--- src/rtl/aplic_msi_notifier.sv ---
// MSI-mode notifier: picks pending+enabled sources round-robin, fetches their
// target register and issues MSI writes; also serves genmsi software requests.
module aplic_msi_notifier #(
  parameter int NrSources  = 32,
  parameter int NrSourcesW = $clog2(NrSources)
) (
  input  logic                  i_clk,
  input  logic                  i_rst,
  input  logic                  i_domaincfg_ie,
  input  logic                  i_domaincfg_dm,
  input  logic [NrSources-1:0]  i_pending,
  input  logic [NrSources-1:0]  i_enabled,
  output logic [NrSourcesW-1:0] o_target_idx,
  input  logic [31:0]           i_target,
  output logic                  o_clrip_valid,
  output logic [NrSourcesW-1:0] o_clrip_idx,
  input  logic                  i_genmsi_we,
  input  logic [31:0]           i_genmsi_wdata,
  output logic                  o_genmsi_busy,
  output logic                  o_msi_valid,
  input  logic                  i_msi_ready,
  output logic [13:0]           o_msi_hart,
  output logic [5:0]            o_msi_gi,
  output logic [10:0]           o_msi_eiid
);

  typedef enum logic [1:0] {IDLE, FETCH, SEND, GEN} state_e;

  state_e                state_reg, state_next;
  logic [NrSourcesW-1:0] ptr_reg, ptr_next;
  logic [NrSourcesW-1:0] sel_reg, sel_next;
  logic [NrSourcesW-1:0] target_idx_reg, target_idx_next;
  logic [NrSourcesW-1:0] clrip_idx_reg, clrip_idx_next;
  logic                  clrip_valid_reg, clrip_valid_next;
  logic                  msi_valid_reg, msi_valid_next;
  logic                  busy_reg, busy_next;
  logic [13:0]           hart_reg, hart_next;
  logic [5:0]            gi_reg, gi_next;
  logic [10:0]           eiid_reg, eiid_next;
  logic [13:0]           gen_hi_reg, gen_hi_next;
  logic [10:0]           gen_eiid_reg, gen_eiid_next;

  logic [NrSources-1:0]  pe;
  logic [NrSources-1:0]  pe_hi;
  logic [NrSourcesW-1:0] cand_hi, cand_lo, cand;
  logic [NrSourcesW-1:0] ptr_adv;
  logic                  eligible;
  logic                  unused_bits;

  // Source 0 is reserved and can never become a candidate.
  assign pe       = {i_pending[NrSources-1:1] & i_enabled[NrSources-1:1], 1'b0};
  assign eligible = i_domaincfg_ie & i_domaincfg_dm;
  assign unused_bits = ^{i_pending[0], i_enabled[0], i_target[11], i_genmsi_wdata[17:11]};

  generate
    for (genvar gi = 0; gi < NrSources; gi++) begin : g_pe_hi
      assign pe_hi[gi] = pe[gi] & (NrSourcesW'(gi) >= ptr_reg);
    end
  endgenerate

  // Lowest set index at or above ptr, else lowest set index overall.
  always_comb begin
    cand_hi = '0;
    cand_lo = '0;
    for (int i = NrSources - 1; i > 0; i--) begin
      if (pe_hi[i]) cand_hi = NrSourcesW'(i);
      if (pe[i])    cand_lo = NrSourcesW'(i);
    end
    cand = (|pe_hi) ? cand_hi : cand_lo;
  end

  assign ptr_adv = (sel_reg == NrSourcesW'(NrSources - 1)) ? NrSourcesW'(1)
                                                           : sel_reg + NrSourcesW'(1);

  always_comb begin
    state_next       = state_reg;
    ptr_next         = ptr_reg;
    sel_next         = sel_reg;
    target_idx_next  = target_idx_reg;
    clrip_idx_next   = clrip_idx_reg;
    clrip_valid_next = 1'b0;
    msi_valid_next   = msi_valid_reg;
    busy_next        = busy_reg;
    hart_next        = hart_reg;
    gi_next          = gi_reg;
    eiid_next        = eiid_reg;
    gen_hi_next      = gen_hi_reg;
    gen_eiid_next    = gen_eiid_reg;

    // Writes while busy (including the cycle busy clears) are dropped.
    if (i_genmsi_we && !busy_reg) begin
      busy_next     = 1'b1;
      gen_hi_next   = i_genmsi_wdata[31:18];
      gen_eiid_next = i_genmsi_wdata[10:0];
    end

    unique case (state_reg)
      IDLE: begin
        if (busy_reg) begin
          state_next     = GEN;
          msi_valid_next = 1'b1;
          hart_next      = gen_hi_reg;
          gi_next        = '0;
          eiid_next      = gen_eiid_reg;
        end else if (eligible && (|pe)) begin
          state_next      = FETCH;
          sel_next        = cand;
          target_idx_next = cand;
        end
      end
      FETCH: begin
        if (!pe[sel_reg] || !eligible) begin
          state_next = IDLE;
        end else if (i_target[10:0] == 11'd0) begin
          state_next       = IDLE;
          clrip_valid_next = 1'b1;
          clrip_idx_next   = sel_reg;
          ptr_next         = ptr_adv;
        end else begin
          state_next     = SEND;
          msi_valid_next = 1'b1;
          hart_next      = i_target[31:18];
          gi_next        = i_target[17:12];
          eiid_next      = i_target[10:0];
        end
      end
      SEND: begin
        if (i_msi_ready) begin
          state_next       = IDLE;
          msi_valid_next   = 1'b0;
          clrip_valid_next = 1'b1;
          clrip_idx_next   = sel_reg;
          ptr_next         = ptr_adv;
        end
      end
      GEN: begin
        if (i_msi_ready) begin
          state_next     = IDLE;
          msi_valid_next = 1'b0;
          busy_next      = 1'b0;
        end
      end
      default: state_next = IDLE;
    endcase
  end

  always_ff @(posedge i_clk or posedge i_rst) begin
    if (i_rst) begin
      state_reg       <= IDLE;
      ptr_reg         <= NrSourcesW'(1);
      sel_reg         <= '0;
      target_idx_reg  <= '0;
      clrip_idx_reg   <= '0;
      clrip_valid_reg <= 1'b0;
      msi_valid_reg   <= 1'b0;
      busy_reg        <= 1'b0;
      hart_reg        <= '0;
      gi_reg          <= '0;
      eiid_reg        <= '0;
      gen_hi_reg      <= '0;
      gen_eiid_reg    <= '0;
    end else begin
      state_reg       <= state_next;
      ptr_reg         <= ptr_next;
      sel_reg         <= sel_next;
      target_idx_reg  <= target_idx_next;
      clrip_idx_reg   <= clrip_idx_next;
      clrip_valid_reg <= clrip_valid_next;
      msi_valid_reg   <= msi_valid_next;
      busy_reg        <= busy_next;
      hart_reg        <= hart_next;
      gi_reg          <= gi_next;
      eiid_reg        <= eiid_next;
      gen_hi_reg      <= gen_hi_next;
      gen_eiid_reg    <= gen_eiid_next;
    end
  end

  assign o_target_idx  = target_idx_reg;
  assign o_clrip_valid = clrip_valid_reg;
  assign o_clrip_idx   = clrip_idx_reg;
  assign o_genmsi_busy = busy_reg;
  assign o_msi_valid   = msi_valid_reg;
  assign o_msi_hart    = hart_reg;
  assign o_msi_gi      = gi_reg;
  assign o_msi_eiid    = eiid_reg;

endmodule

--- config.mk ---
export PLATFORM = sky130hd
export DESIGN_NAME = aplic_msi_notifier
export DESIGN_NICKNAME = d
export VERILOG_FILES = /design/src/rtl/aplic_msi_notifier.sv
export SDC_FILE = /design/constraint.sdc
export NUM_CORES = 1
export LEC_CHECK = 0
export CAP_MARGIN = 40
export CORE_MARGIN = 3
export CORE_UTILIZATION = 45
export DETAILED_ROUTE_END_ITERATION = 6
export GPL_TIMING_DRIVEN = 0
export PLACE_DENSITY = 0.79
export SYNTH_ARGS = -nofsm -noshare
export SYNTH_HDL_FRONTEND = slang
export SYNTH_SLANG_ARGS = --single-unit
--- constraint.sdc ---
create_clock -name i_clk -period 7.36 [get_ports i_clk]
set_input_delay 0.736 -clock i_clk [delete_from_list [all_inputs] [get_ports i_clk]]
set_output_delay 0.736 -clock i_clk [all_outputs]
set_load 0.1 [all_outputs]
==> results of run 1 <==
-- cell type report --
class / instances / area, um^2 / area share, %
Sequential cell: 76 / 1903 / 22.94
Clock buffer: 11 / 242.7 / 2.926
Multi-Input combinational cell: 411 / 3139 / 37.84
Buffer: 28 / 135.1 / 1.629
Inverter: 5 / 21.27 / 0.2564
Clock inverter: 5 / 61.31 / 0.7391
Tap cell: 140 / 175.2 / 2.112
Timing Repair Buffer: 212 / 2618 / 31.55
-- cells in the mapped netlist (all sizes together), types with 11 or more instances --
| library cell | count |
|---|---|
| mux2 | 86 |
| dfrtp | 75 |
| nand2 | 60 |
| o21ai | 28 |
| a21oi | 23 |
| nand3 | 23 |
| nor2 | 18 |
| clkbuf | 17 |
| a22oi | 14 |
| and2 | 13 |
| buf | 11 |
-- worst paths after layout --
| check | slack [ns] | cells after the start | from | to |
|---|---|---|---|---|
| worst max register to register | 3.82 | 8 | o_target_idx[2]$_DFFE_PP0P_ | o_msi_hart[12]$_DFFE_PP0P_ |
| min in group asynchronous | 0.71 | 2 | i_rst | o_msi_gi[3]$_DFFE_PP0P_ |
| max in group asynchronous | 6.09 | 3 | i_rst | gen_eiid_reg[2]$_DFFE_PP0P_ |
| worst min-delay path | 0.48 | 1 | o_msi_hart[0]$_DFFE_PP0P_ | o_msi_hart[0]$_DFFE_PP0P_ |
| worst min register to register | 0.48 | 1 | o_msi_hart[0]$_DFFE_PP0P_ | o_msi_hart[0]$_DFFE_PP0P_ |
| worst max-delay path | 3.74 | 9 | i_pending[23] | o_msi_hart[12]$_DFFE_PP0P_ |
-- power by group through the flow --
| stage | clock, mW | sequential [mW] | combinational (mW) |
|---|---|---|---|
| after CTS | 0.454 | 0.770 | 2.80 |
| after global routing | 0.471 | 0.794 | 2.92 |
| final | 0.449 | 0.775 | 2.82 |
| after detailed placement | 0 | 0.771 | 2.79 |
| after floorplan | 0 | 1.53 | 0.856 |
| after global placement | 0 | 0.738 | 2.18 |
-- worst max-delay path: cells and delay by family --
| family | cells | cell delay (ns) |
|---|---|---|
| buf+inv | 2 | 0.78 |
| simple gates | 3 | 0.82 |
| compound gates | 1 | 0.10 |
| mux | 3 | 1.38 |
-- cell families after synthesis --
kind of cell             Yosys count
multiplexers                      95
AO/OA/AOI/OAI                    141
buffers and inverters             33
adder cells (fa/ha/maj)            6
AND/OR/NAND/NOR                  167
flip-flops                        76
XOR/XNOR                           2
-- stage by stage --
step	worst slack (ns)	cell area [um^2]	utilization, %	instances
after global routing	3.649	8295	74.88	888
final	3.743	8295	74.88	888
after floorplan	3.949	5196	-	520
after global placement	3.514	7033	63.49	826
after CTS	3.619	8290	74.84	887
after detailed placement	3.354	7986	72.09	871
-- layer usage --
| metal | global-route usage, % | vias up |
|---|---|---|
| li1 | - | 2450 |
| met1 | 39.41 | 2679 |
| met2 | 55.09 | 385 |
| met3 | 6.260 | 73 |
| met4 | 14.42 | 0 |
| met5 | 0 | - |
==> flow_metrics.py, run 1 <==
metrics = {
    "outcome": {
        "outcome": "completed",
    },
    "clock_network": {
        "ctsRootBufferMaster": "clkbuf_16",
        "cts.path.max_buffers": 2,
        "htree_levels": 3,
        "clk_pin_slew_ns": 0.06,
        "post_cts_resized": 0,
        "cts_tree": "done",
        "numCtsBuffers": 9,
        "ctsHoldBuffers": 0,
        "cts_setup_buffers": 0,
        "clock_latency_ns": 0.34,
        "cts_sinks": 76,
    },
    "synth": {
        "synth-adder-area-share_pct": 1.445,
        "ys.warnings.count": 0,
        "synth_seq_cells": 76,
        "yosys.area_share.simple_pct": 16.13,
        "muxShareOfSynthArea_pct": 23.02,
        "synth_cell_types": 69,
        "synthCells": 520,
        "syn-cell-area_um2": 5196,
        "synth_top_area_share_pct": 36.12,
        "synth_nets": 660,
        "synth_top_flop_cell": "dfrtp_1",
        "synth_edf_count": 0,
        "synth_compound_area_share_pct": 19.48,
        "avgSynthCellArea_um2": 9.993,
        "synth_top_family_by_area": "multiplexers",
        "synth-xor-area-share_pct": 0.3371,
        "ys_async_sr_fraction_pct": 100.0,
        "synth.largest_area_cell": "dfrtp_1",
        "yosys-top-cells-area": "dfrtp_1, mux2_2, nand2_1",
        "ys_seq_area_share_pct": 36.62,
    },
    "die": {
        "initial_utilization_pct": 46.91,
        "num_rows": 38,
        "dieArea_um2": 12870,
        "num_io_pins": 178,
        "core_um2": 11080,
        "die_x_um": 113.5,
        "die_h_um": 113.5,
    },
    "cells_and_area": {
        "syn_to_final_growth_pct": 59.64,
        "antenna_cells": 0,
        "fin_nets": 883,
        "mostFrequentLayoutCells": "clkdlybuf4s50_1, dfrtp_1, nand2_1",
        "fillers": 702,
        "layout_commonest_cell": "clkdlybuf4s50_1",
        "drive_above_1_share_pct": 21.52,
    },
    "sta": {
        "skew_ns": 0.006181,
        "fin_crit_ns": 3.617,
        "setup_viol": 0,
        "timing.fmax_mhz": 276.5,
        "finalSetupTns_ns": 0,
        "relSlewSlack_pct": 52.17,
        "drv_slew": 0,
        "whs_ns": 0.4830,
        "worst_pin_slew_ns": 0.7084,
        "final_hold_viol_count": 0,
        "period_share_pct": 49.14,
        "rsz0062_at_grt": "false",
    },
    "global_routing": {
        "grt_pass1_wl_um": 31880,
        "overflow": 0,
        "grt_usage_pct": 32.18,
        "grt_max_degree": 64,
        "antenna_found_initial": 0,
        "grt_pass1_vias": 5792,
    },
    "critical_path": {
        "slowest_delay_ns": 0.51,
        "cp_slowest_cell": "mux4_2",
        "crit_chain": "clkdlybuf4s50_1, nand2_1, mux4_2, mux4_2, nor3b_2, o21ai_1, nand2_1, buf_4, mux2_1",
        "required_ns": 7.56,
        "path_class": "primary input to flop",
        "cp_max_fo": 10,
        "cp.arrival_ns": 3.82,
        "startpoint_type": "primary input",
        "crit_path_end_kind": "flop",
    },
    "route": {
        "wl_met3_um": 1767,
        "drt-initial-drc-count": 570,
        "ant_nets": 0,
        "wl_um": 20530,
        "wl_per_cell_um": 23.12,
        "routed.top_layer": "met4",
        "vias_per_cell": 6.292,
        "drc": 0,
        "num_vias": 5587,
        "drt_pre_antenna_iters": 6,
        "wl_met1_um": 7577,
        "wl_met2_um": 10330,
    },
    "power": {
        "power.total_mw": 4.047,
        "p_comb_share_pct": 69.8,
        "p_int_mw": 2.091,
        "clkPwrFrac_pct": 11.1,
        "ir_worst_vdd_v": 0.0005026,
        "switchingPower_mw": 1.956,
        "p_sw_share_pct": 48.34,
        "p_per_area_nw_per_um2": 487.8,
        "power_frac_seq_pct": 19.1,
        "p_leak_nw": 3.387,
    },
    "place": {
        "dp_hpwl_um": 16110,
        "port_buffers": 166,
        "globalplace.congestion": 0.9895,
    },
    "flow_run": {
        "cap_violations": 0,
    },
    "min_path": {
        "hold_class": "flop to flop",
    },
}
Note: power is estimated with default switching activity, not from simulation.
==> run 2: changes to the inputs <==
clock period = 3.5 ns   (was 7.36 ns; I/O delays follow)
==> flow_metrics.py, run 2 (synthesis gave the netlist of run 1 again) <==
metrics = {
    "critical_path": {
        "path_class": "flop to flop",
        "crit_buf_inv": 2,
        "cp_top_family": "multiplexers",
        "crit_chain": "clkbuf_2, mux4_2, mux4_2, nor3b_2, o21ai_1, nand2_1, buf_4, mux2_1",
        "startpoint_type": "flop",
        "crit_path_end_kind": "flop",
        "slowest_delay_ns": 0.57,
        "cp_max_fo": 10,
        "cp_slowest_cell": "dfrtp_1",
        "required_ns": 3.71,
        "timing.critical_path.mode_cell": "mux4_2",
        "cp.arrival_ns": 3.51,
    },
    "clock_network": {
        "cts_setup_buffers": 0,
        "cts_sinks": 76,
        "htree_levels": 3,
        "numCtsBuffers": 9,
        "clk_pin_slew_ns": 0.06,
        "cts_tree": "done",
        "cts.path.max_buffers": 2,
        "ctsHoldBuffers": 0,
        "ctsRootBufferMaster": "clkbuf_16",
        "clock_latency_ns": 0.34,
    },
    "sta": {
        "timing.fmax_mhz": 302.7,
        "finalSetupTns_ns": 0,
        "drv_slew": 0,
        "whs_ns": 0.3270,
        "worst_pin_slew_ns": 0.7174,
        "setup_viol": 0,
        "relSlewSlack_pct": 51.57,
        "period_share_pct": 94.40,
        "rsz0062_at_grt": "false",
        "final_hold_viol_count": 0,
        "skew_ns": 0.004494,
        "fin_crit_ns": 3.304,
    },
    "die": {
        "num_io_pins": 178,
        "die_h_um": 113.5,
        "core_um2": 11080,
        "initial_utilization_pct": 46.91,
        "dieArea_um2": 12870,
        "num_rows": 38,
        "die_x_um": 113.5,
    },
    "flow_run": {
        "cap_violations": 0,
    },
    "route": {
        "drt-initial-drc-count": 660,
        "vias_per_cell": 6.252,
        "num_vias": 5552,
        "drt_pre_antenna_iters": 7,
        "wl_per_cell_um": 23.09,
        "wl_um": 20500,
        "ant_nets": 0,
        "drc": 9,
    },
    "global_routing": {
        "grt_pass1_vias": 5817,
        "antenna_found_initial": 0,
        "met2_usage_pct": 55.06,
        "overflow": 0,
        "grt_use_met3_pct": 6.260,
        "grt_usage_pct": 32.18,
        "grt_busiest_layer": "met2",
        "grt_max_degree": 64,
        "met1_usage_pct": 39.41,
        "grt_pass1_wl_um": 31870,
    },
    "place": {
        "globalplace.congestion": 0.9895,
        "port_buffers": 166,
        "dp_hpwl_um": 16110,
        "placed_area_um2": 7986,
    },
    "cells_and_area": {
        "final-seq-area_um2": 1903,
        "mostFrequentLayoutCells": "clkdlybuf4s50_1, dfrtp_1, nand2_1",
        "layout_commonest_cell": "clkdlybuf4s50_1",
        "finalInstanceArea_um2": 8297,
        "multi_input_area_um2": 3139,
        "fin_nets": 883,
        "antenna_cells": 0,
        "utilization_pct": 74.89,
        "syn_to_final_growth_pct": 59.67,
        "fillers": 702,
        "drive_above_1_share_pct": 21.66,
    },
    "outcome": {
        "outcome": "finished, violations left",
        "violations": "design-rule violations",
    },
    "min_path": {
        "hold_class": "primary input to async pin",
    },
    "power": {
        "p_per_area_nw_per_um2": 1026,
        "p_leak_nw": 3.390,
        "ir_worst_vdd_v": 0.001057,
        "power.total_mw": 8.513,
    },
}
==> run 2: final cells by class <==
type / count / share of cell area, %
Timing Repair Buffer: 212 / 31.55
Multi-Input combinational cell: 411 / 37.84
Clock inverter: 5 / 0.7390
Sequential cell: 76 / 22.94
Inverter: 5 / 0.2564
Buffer: 28 / 1.644
Tap cell: 140 / 2.111
Clock buffer: 11 / 2.926
==> run 2: path summary, 6_finish.rpt <==
kind | from | endpoint | slack (ns) | depth (start not counted)
max | o_target_idx[2]$_DFFE_PP0P_ | o_msi_hart[12]$_DFFE_PP0P_ | 0.20 | 8
min | i_rst | o_msi_gi[3]$_DFFE_PP0P_ | 0.33 | 2
max reg2reg | o_target_idx[2]$_DFFE_PP0P_ | o_msi_hart[12]$_DFFE_PP0P_ | 0.20 | 8
min reg2reg | o_msi_hart[0]$_DFFE_PP0P_ | o_msi_hart[0]$_DFFE_PP0P_ | 0.49 | 1
max in group asynchronous | i_rst | gen_eiid_reg[2]$_DFFE_PP0P_ | 2.61 | 3
min in group i_clk | o_msi_hart[0]$_DFFE_PP0P_ | o_msi_hart[0]$_DFFE_PP0P_ | 0.49 | 1
==> run 2: timing repair <==
item | 4_1_cts | 5_1_grt
endpoints found under the hold margin | 0 | 0
endpoints found under the setup margin | 0 | 20
gates resized for setup | 0 | 2
==> run 2: report_power, final <==
part / total [mW] / internal, mW / leakage [nW] / switching, mW
Clock: 0.945 / 0.573 / 0.138 / 0.372
Sequential: 1.63 / 1.31 / 0.931 / 0.316
Combinational: 5.94 / 2.51 / 2.32 / 3.43
==> run 2: metrics by stage <==
stage                     setup slack, ns  instances
after floorplan                   0.08904        520
after global placement            0.04040        826
after detailed placement          -0.1197        871
after CTS                         0.05016        887
after global routing              0.09398        888
final                              0.1960        888
==> run 2: per-layer routing <==
metal  vias up  share of wire (%)  wire, um
li1       2453                  -         -
met1      2659                 37      7586
met2       370                 50     10260
met3        70                8.6      1756
met4         0                4.4       895
met5         -                  0         0
